## src/rtl/pool_1_if.sv

```systemverilog
// pool_1 stream interface: conv pixel stream in, pooled stream out.
// Carries arm/start, input pixel+qualifier, output pixel+strobe, busy/complete.
interface pool_1_if #(
  parameter int DATA_W = 8
);
  logic              pool_start;
  logic [DATA_W-1:0] d_in;
  logic              d_in_valid;
  logic [DATA_W-1:0] d_out;
  logic              pool_1_ready;
  logic              pool_1_busy;
  logic              pool_1_complete;

  modport master (
    output pool_start, d_in, d_in_valid,
    input  d_out, pool_1_ready, pool_1_busy, pool_1_complete
  );

  modport slave (
    input  pool_start, d_in, d_in_valid,
    output d_out, pool_1_ready, pool_1_busy, pool_1_complete
  );
endinterface

```

## src/rtl/pool_1.sv

```systemverilog
// pool_1: 2x2/stride-2 max-pool over a raster IMG_W x IMG_H pixel stream.
// Ports: clk, rst (async active-low), bus (pool_1_if.slave: start, pixel in, pooled out, busy, complete).
module pool_1 #(
  parameter int IMG_W  = 26,
  parameter int IMG_H  = 26,
  parameter int DATA_W = 8
) (
  input logic     clk,
  input logic     rst,
  pool_1_if.slave bus
);

  localparam int PW    = IMG_W / 2;
  localparam int TOTAL = (IMG_W / 2) * (IMG_H / 2);
  localparam int CW    = $clog2(IMG_W);
  localparam int RW    = $clog2(IMG_H + 1);
  localparam int OW    = $clog2(TOTAL + 1);
  localparam int LW    = (PW > 1) ? $clog2(PW) : 1;
  localparam bit ODD_H = (IMG_H % 2) == 1;

  typedef enum logic [1:0] {
    IDLE,
    BUSY,
    DONE
  } state_t;

  state_t            state;
  logic [CW-1:0]     col;
  logic [RW-1:0]     row;
  logic [OW-1:0]     out_cnt;
  logic [DATA_W-1:0] pair;
  logic [DATA_W-1:0] lbuf [PW];
  logic [DATA_W-1:0] d_out_q;
  logic              ready_q;
  logic              busy_q;
  logic              cmpl_q;

  logic [LW-1:0]     idx;
  logic [DATA_W-1:0] h;
  logic [DATA_W-1:0] m;
  logic              frame_end;
  logic              keep_r;

  // Odd height: the frame ends only once the trailing row is swallowed.
  always_comb begin
    idx       = LW'(col >> 1);
    h         = (pair > bus.d_in) ? pair : bus.d_in;
    m         = (lbuf[idx] > h) ? lbuf[idx] : h;
    keep_r    = !(ODD_H && (row == RW'(IMG_H - 1)));
    frame_end = ODD_H ? (row == RW'(IMG_H))
                      : (out_cnt == OW'(TOTAL));
  end

  always_ff @(posedge clk or negedge rst) begin
    if (!rst) begin
      state   <= IDLE;
      col     <= '0;
      row     <= '0;
      out_cnt <= '0;
      pair    <= '0;
      d_out_q <= '0;
      ready_q <= 1'b0;
      busy_q  <= 1'b0;
      cmpl_q  <= 1'b0;
      for (int i = 0; i < PW; i++)
        lbuf[i] <= '0;
    end else begin
      ready_q <= 1'b0;
      cmpl_q  <= 1'b0;
      unique case (state)
        IDLE: begin
          if (bus.pool_start) begin
            state   <= BUSY;
            busy_q  <= 1'b1;
            col     <= '0;
            row     <= '0;
            out_cnt <= '0;
          end
        end
        BUSY: begin
          if (frame_end) begin
            state  <= DONE;
            busy_q <= 1'b0;
            cmpl_q <= 1'b1;
          end else if (bus.d_in_valid) begin
            if (!col[0]) begin
              pair <= bus.d_in;
            end else if (keep_r) begin
              if (!row[0]) begin
                lbuf[idx] <= h;
              end else begin
                d_out_q <= m;
                ready_q <= 1'b1;
                out_cnt <= out_cnt + 1'b1;
              end
            end
            if (col == CW'(IMG_W - 1)) begin
              col <= '0;
              row <= row + 1'b1;
            end else begin
              col <= col + 1'b1;
            end
          end
        end
        DONE: begin
          state <= IDLE;
        end
        default: begin
          state <= IDLE;
        end
      endcase
    end
  end

  assign bus.d_out           = d_out_q;
  assign bus.pool_1_ready    = ready_q;
  assign bus.pool_1_busy     = busy_q;
  assign bus.pool_1_complete = cmpl_q;

endmodule

```

## src/flat_wrapper.sv

```systemverilog
// flat-port wrapper written by rule: the top's interface ports become plain ports
module pool_1_flat 
#(
  parameter int IMG_W  = 26,
  parameter int IMG_H  = 26,
  parameter int DATA_W = 8
)
  (clk, rst, bus_pool_start, bus_d_in, bus_d_in_valid, bus_d_out, bus_pool_1_ready, bus_pool_1_busy, bus_pool_1_complete);
  pool_1_if #(.DATA_W(DATA_W)) bus_i ();
  input logic clk;
  input logic rst;
  input wire logic [$bits(bus_i.pool_start)-1:0] bus_pool_start;
  input wire logic [$bits(bus_i.d_in)-1:0] bus_d_in;
  input wire logic [$bits(bus_i.d_in_valid)-1:0] bus_d_in_valid;
  output wire logic [$bits(bus_i.d_out)-1:0] bus_d_out;
  output wire logic [$bits(bus_i.pool_1_ready)-1:0] bus_pool_1_ready;
  output wire logic [$bits(bus_i.pool_1_busy)-1:0] bus_pool_1_busy;
  output wire logic [$bits(bus_i.pool_1_complete)-1:0] bus_pool_1_complete;
  assign bus_i.pool_start = bus_pool_start;
  assign bus_i.d_in = bus_d_in;
  assign bus_i.d_in_valid = bus_d_in_valid;
  assign bus_d_out = bus_i.d_out;
  assign bus_pool_1_ready = bus_i.pool_1_ready;
  assign bus_pool_1_busy = bus_i.pool_1_busy;
  assign bus_pool_1_complete = bus_i.pool_1_complete;
  pool_1 #(.IMG_W(IMG_W), .IMG_H(IMG_H), .DATA_W(DATA_W)) u_core (.clk(clk), .rst(rst), .bus(bus_i));
endmodule
```

## config.mk

```make
export PLATFORM = sky130hd
export DESIGN_NAME = pool_1_flat
export DESIGN_NICKNAME = d
export VERILOG_FILES = /design/src/rtl/pool_1_if.sv /design/src/rtl/pool_1.sv /design/src/flat_wrapper.sv
export SDC_FILE = /design/constraint.sdc
export NUM_CORES = 1
export LEC_CHECK = 0
export CORE_MARGIN = 1
export CORE_UTILIZATION = 41
export DETAILED_ROUTE_END_ITERATION = 12
export GPL_TIMING_DRIVEN = 0
export PLACE_DENSITY_LB_ADDON = 0.08
export SYNTH_ARGS = -nofsm -noshare
export SYNTH_HDL_FRONTEND = slang
export SYNTH_SLANG_ARGS = --single-unit
```

## constraint.sdc

```tcl
create_clock -name clk -period 5.1 [get_ports clk]
set_input_delay 1.02 -clock clk [delete_from_list [all_inputs] [get_ports clk]]
set_output_delay 1.02 -clock clk [all_outputs]
set_load 0.02 [all_outputs]
```

Word level (Yosys, flattened, before mapping)
Cells that the tools add are included.
Cells by class
  $add $sub $neg: 3
  $lt $le $gt $ge: 4
  equality and inequality tests: 10
  muxes and demuxes: 36
  bitwise operators: 4
  reduce and logical (&&, ||, !) cells: 11
Operator list (number)
  bitwise mux 104 bit: 1
  two-way mux 8 bit: 10
  two-way mux 5 bit: 7
  binary-select mux 8 bit (select 4 bit): 1
  demux 8 bit (select 4 bit): 1
  case mux 5 bit (2 select lines): 2
  greater-than comparator 8 bit: 2
  case mux 8 bit (2 select lines): 1
  AND reduction 5 bit: 3
  adder 5 x 1 -> 5 bit, second input constant: 2
  two-way mux 1 bit: 9
  adder 8 x 1 -> 8 bit, second input constant: 1
  == test 8 bit, second input constant: 1
  != test 2 x 1 -> 1 bit, second input constant: 4
  AND reduction 4 bit: 2
  != test 2 bit, second input constant: 3
  AND reduction 6 bit: 1
  == test 5 bit, second input constant: 1
  >= comparator 5 bit, second input constant: 1
  < comparator 5 x 1 -> 1 bit, second input constant: 1
  inverter 4 -> 5 bit: 1
  two-way mux 2 bit: 2
  case mux 2 bit (2 select lines): 1
  inverter 1 bit: 3
  7 further kinds: 7
Storage, ports and cells
  bits in registers: 143
  input bits: 12
  output and inout bits: 11

Depth between registers and ports, before layout
  depth after elaboration: 6
  depth in mapped cells: 16
  gate-level depth less buffers: 15

Least setup slack after synthesis
Ideal clock, no wire load.
  path type: input port to flip-flop
  start: in bus_d_in[7]
  end: reg u_core.d_out_q[0], in the netlist u_core.bus.d_out[0]
  arrival time: 4.157 ns
  setup slack: 0.822 ns
  stages: 16
  path buffers: 2
  cells stage by stage: inv_1 ha_1 a21oi_1 o21ai_0 o31ai_2 nor2_1 buf_2 a21oi_2 buf_2 ha_1 nor2b_1 o211ai_1 a21oi_1 o31ai_1 o311ai_0 a22o_1
Between the ends
  longest elaborated chain between the ends: 4
Ends and longest elaborated chain
  from (decl): line flat_wrapper.sv:13  | input wire logic [$bits(bus_i.d_in)-1:0] bus_d_in;
  greater-than comparator 8 bit: line pool_1.sv:47  | h = (pair > bus.d_in) ? pair : bus.d_in;
  two-way mux 8 bit *: line pool_1.sv:47
  greater-than comparator 8 bit: line pool_1.sv:48  | m = (lbuf[idx] > h) ? lbuf[idx] : h;
  two-way mux 8 bit *: line pool_1.sv:48
  to (signal assigned): line pool_1.sv:92  | d_out_q <= m;
  to (decl): line pool_1.sv:33  | logic [DATA_W-1:0] d_out_q;
Mark *: on every way between the ends. The rest lies on a longest branch, timed or not.
A chain may end at the register's enable or synchronous reset.

Worst setup path after layout
Ends and elaborated chain as after synthesis.

==> flow_summary.toml <==
[timing]
maxSlewHeadroom = 0.336
max_slew.worst_pin.slew_ps = 994
clock_skew_ps = 7.77
finalSetupTns_ps = 0
rsz0062_at_grt = "no"
post-route-period-util = 0.936
min_period_ps = 4770
fmax_mhz = 210
fin_ws_ps = 327
final_hold_viol_count = 0
final-max-slew-violation-count = 0
fin_hold_ws_ps = 493
setup_violations = 0

[layout]
seqCellArea_mm2 = 0.00348
syn_to_final_growth_pct = 17.8
diodes = 0
fin_nets = 758
multi_input_area_mm2 = 0.00312
fillers = 1483
drive_gt1_frac = 0.168
final_area_mm2 = 0.00806

[placement]
hpwl_um = 13000
portBuffers = 22
place_ws_ps = -503
placed_area_mm2 = 0.00736
place_congestion = 0.862

[global_routing]
grt_max_degree = 74
gr-usage-all-layers = 0.228
grt_overflow = 0
grt_pass1_wl_um = 29700
grt_pass1_vias = 5363
antenna_found_initial = 0

[hold_path]
min_path_type = "reg -> reg"

[yosys]
synthTopCellsByArea = "dfrtp_1, a21oi_1, nor2_1, mux2_2, mux2i_1"
syn-num-nets = 716
synth_top_area_frac = 0.508
synthSimpleGateAreaFrac = 0.149
postSynthAreaPerCell_um2 = 10.0
yosysTopAreaCell = "dfrtp_1"
syn_area_mm2 = 0.00684
synthCells = 684
yosysMostFrequentCell = "dfrtp_1"
yosysSeqAreaShare = 0.508
synth_top_family_by_area = "compound AO/OA/AOI/OAI gates"
synth-xor-area-share = 0.00768
synth_common_cells = "dfrtp_1, nor2_1, a21oi_1"
ys.warnings.count = 0
yosys-mux-area-fraction = 0.0907
async_reset_ff_frac = 1.00
ys_ff_latch = 139
synth-compound-area-share = 0.168
synth_edf_count = 0
synthAdderAreaFrac = 0.0366
synthFlopType = "dfrtp_1"
synth_cell_types = 48

[worst_setup_path]
crit_path_end = "u_core.bus.d_out[0]$_DFFE_PN0P_"
cp-startpoint = "bus_d_in[7]"
r2r_slack_ps = 1010
arrival_ps = 5090
r2r_end = "u_core.bus.d_out[0]$_DFFE_PN0P_"
ff2ff_path_depth = 15
timing.rr.start = "u_core.pair[7]$_DFFE_PN0P_"
crit_fanout = 10
crit_path_end_kind = "flop"
cp.required_ps = 5420
start_kind = "input port"
worstSetupPathType = "in -> reg"

[power]
fin_total_pwr_mw = 5.14
power.leakage_nw = 3.63
power_density_mw_per_mm2 = 638
ir_worst_vdd_v = 0.000304

[floorplanning]
die_w_um = 131
ioPinCount = 23
rows = 46
design.core.area_mm2 = 0.0161
start_util = 0.425
die_h_um = 131
die_area_mm2 = 0.0172

[route]
vias = 5262
wl_per_cell_um = 19.4
wl_um = 18500
firstDrtPassIters = 7
post_drt_via_cell_ratio = 5.52
drtAntennaViolNets = 0
post-route-drc-count = 0
drtIter0Drc = 472

[clock_network]
cts_root_buf = "clkbuf_16"
cts_buffers = 17
clk_pin_slew_ps = 60
cts_buffer_depth = 2
cts.htree.levels = 4
clock-sinks = 139
cts_tree = "built"
clkLatencyLatePin_ps = 430
ctsHoldBuffers = 0

[job]
maxCapViolCount = 0

[status]
status = "completed"
## placed cells by master, fill, tap and decap left out, types with 19 or more instances in the layout
master | netlist | routed
a21oi_1 | 121 | 119
buf_2 | 25 | 24
clkdlybuf4s50_1 | 0 | 21
dfrtp_1 | 139 | 139
ha_1 | 20 | 20
mux2_2 | 32 | 32
mux2i_1 | 26 | 26
nand2_1 | 25 | 25
nor2_1 | 129 | 129
o21ai_0 | 19 | 19
## what timing repair did
action	4_1_cts	5_1_grt
setup buffers	0	0
setup endpoints to repair	1	1
gates resized for setup	2	4
cloned	0	0
## registers in the layout (all words and copies together), names as in the netlist
signal / count
u_core.bus.pool_1_ready: 1
u_core.bus.d_out: 8
u_core.state: 2
u_core.pair: 8
u_core.bus.pool_1_busy: 1
u_core.bus.pool_1_complete: 1
u_core.row: 1
u_core.col: 5
u_core.out_cnt: 8
u_core.lbuf: 104
## routing by layer
metal	part of all wire	up-vias	track usage
met2	0.48	127	0.358
met1	0.46	2598	0.314
met4	0.016	0	0.0758
met5	0	-	0
li1	-	2519	-
met3	0.045	18	0.0475
## cells by family after synthesis
logic type,after synthesis
buffers and inverters,53
XOR/XNOR,6
adder cells (fa/ha/maj),20
AO/OA/AOI/OAI,197
multiplexers,58
AND/OR/NAND/NOR,211
flip-flops,139
## critical path, cell delays in order
cell and delay (ps):
clkdlybuf4s50_1 470, inv_1 60, ha_1 320, a21oi_1 180, o21ai_0 160, o31ai_2 330, nor2_1 180, buf_2 230
a21oi_2 350, clkbuf_4 340, ha_1 280, nor2b_1 140, o211ai_1 150, a21oi_1 130, o31ai_4 310, o311ai_0 210
a22o_1 210
## worst min-delay path by stage
stage	startpoint	end	slack (ps)	cells past startpoint
2_1_floorplan	u_core.lbuf[69]$_DFFE_PN0P_	u_core.lbuf[69]$_DFFE_PN0P_	480	2
3_3_place_gp	u_core.bus.pool_1_busy$_DFFE_PN0P_	u_core.bus.pool_1_busy$_DFFE_PN0P_	460	1
3_5_place_dp	u_core.bus.d_out[4]$_DFFE_PN0P_	u_core.bus.d_out[4]$_DFFE_PN0P_	480	2
4_1_cts	u_core.bus.d_out[4]$_DFFE_PN0P_	u_core.bus.d_out[4]$_DFFE_PN0P_	500	2
5_1_grt	u_core.bus.d_out[6]$_DFFE_PN0P_	u_core.bus.d_out[6]$_DFFE_PN0P_	520	2
6_report	u_core.bus.d_out[7]$_DFFE_PN0P_	u_core.bus.d_out[7]$_DFFE_PN0P_	490	2
## metrics by stage
step	util	cells
global route	0.500	954
floorplan	-	684
CTS	0.499	954
finish	0.500	954
detailed placement	0.457	923
global placement	0.455	922
## cell type report
class / count / area share
Clock inverter: 11 / 0.0268
Tap cell: 216 / 0.0335
Buffer: 38 / 0.0265
Timing Repair Buffer: 23 / 0.0309
Clock buffer: 20 / 0.0566
Inverter: 15 / 0.00698
Sequential cell: 139 / 0.431
Multi-Input combinational cell: 492 / 0.387
## power breakdown
group          switching [mW]  internal, mW  leakage [nW]
Combinational            1.28         0.800          1.48
Sequential              0.207          1.43          1.82
Clock                   0.481         0.941         0.330
Power figures use the tool's default switching activity.
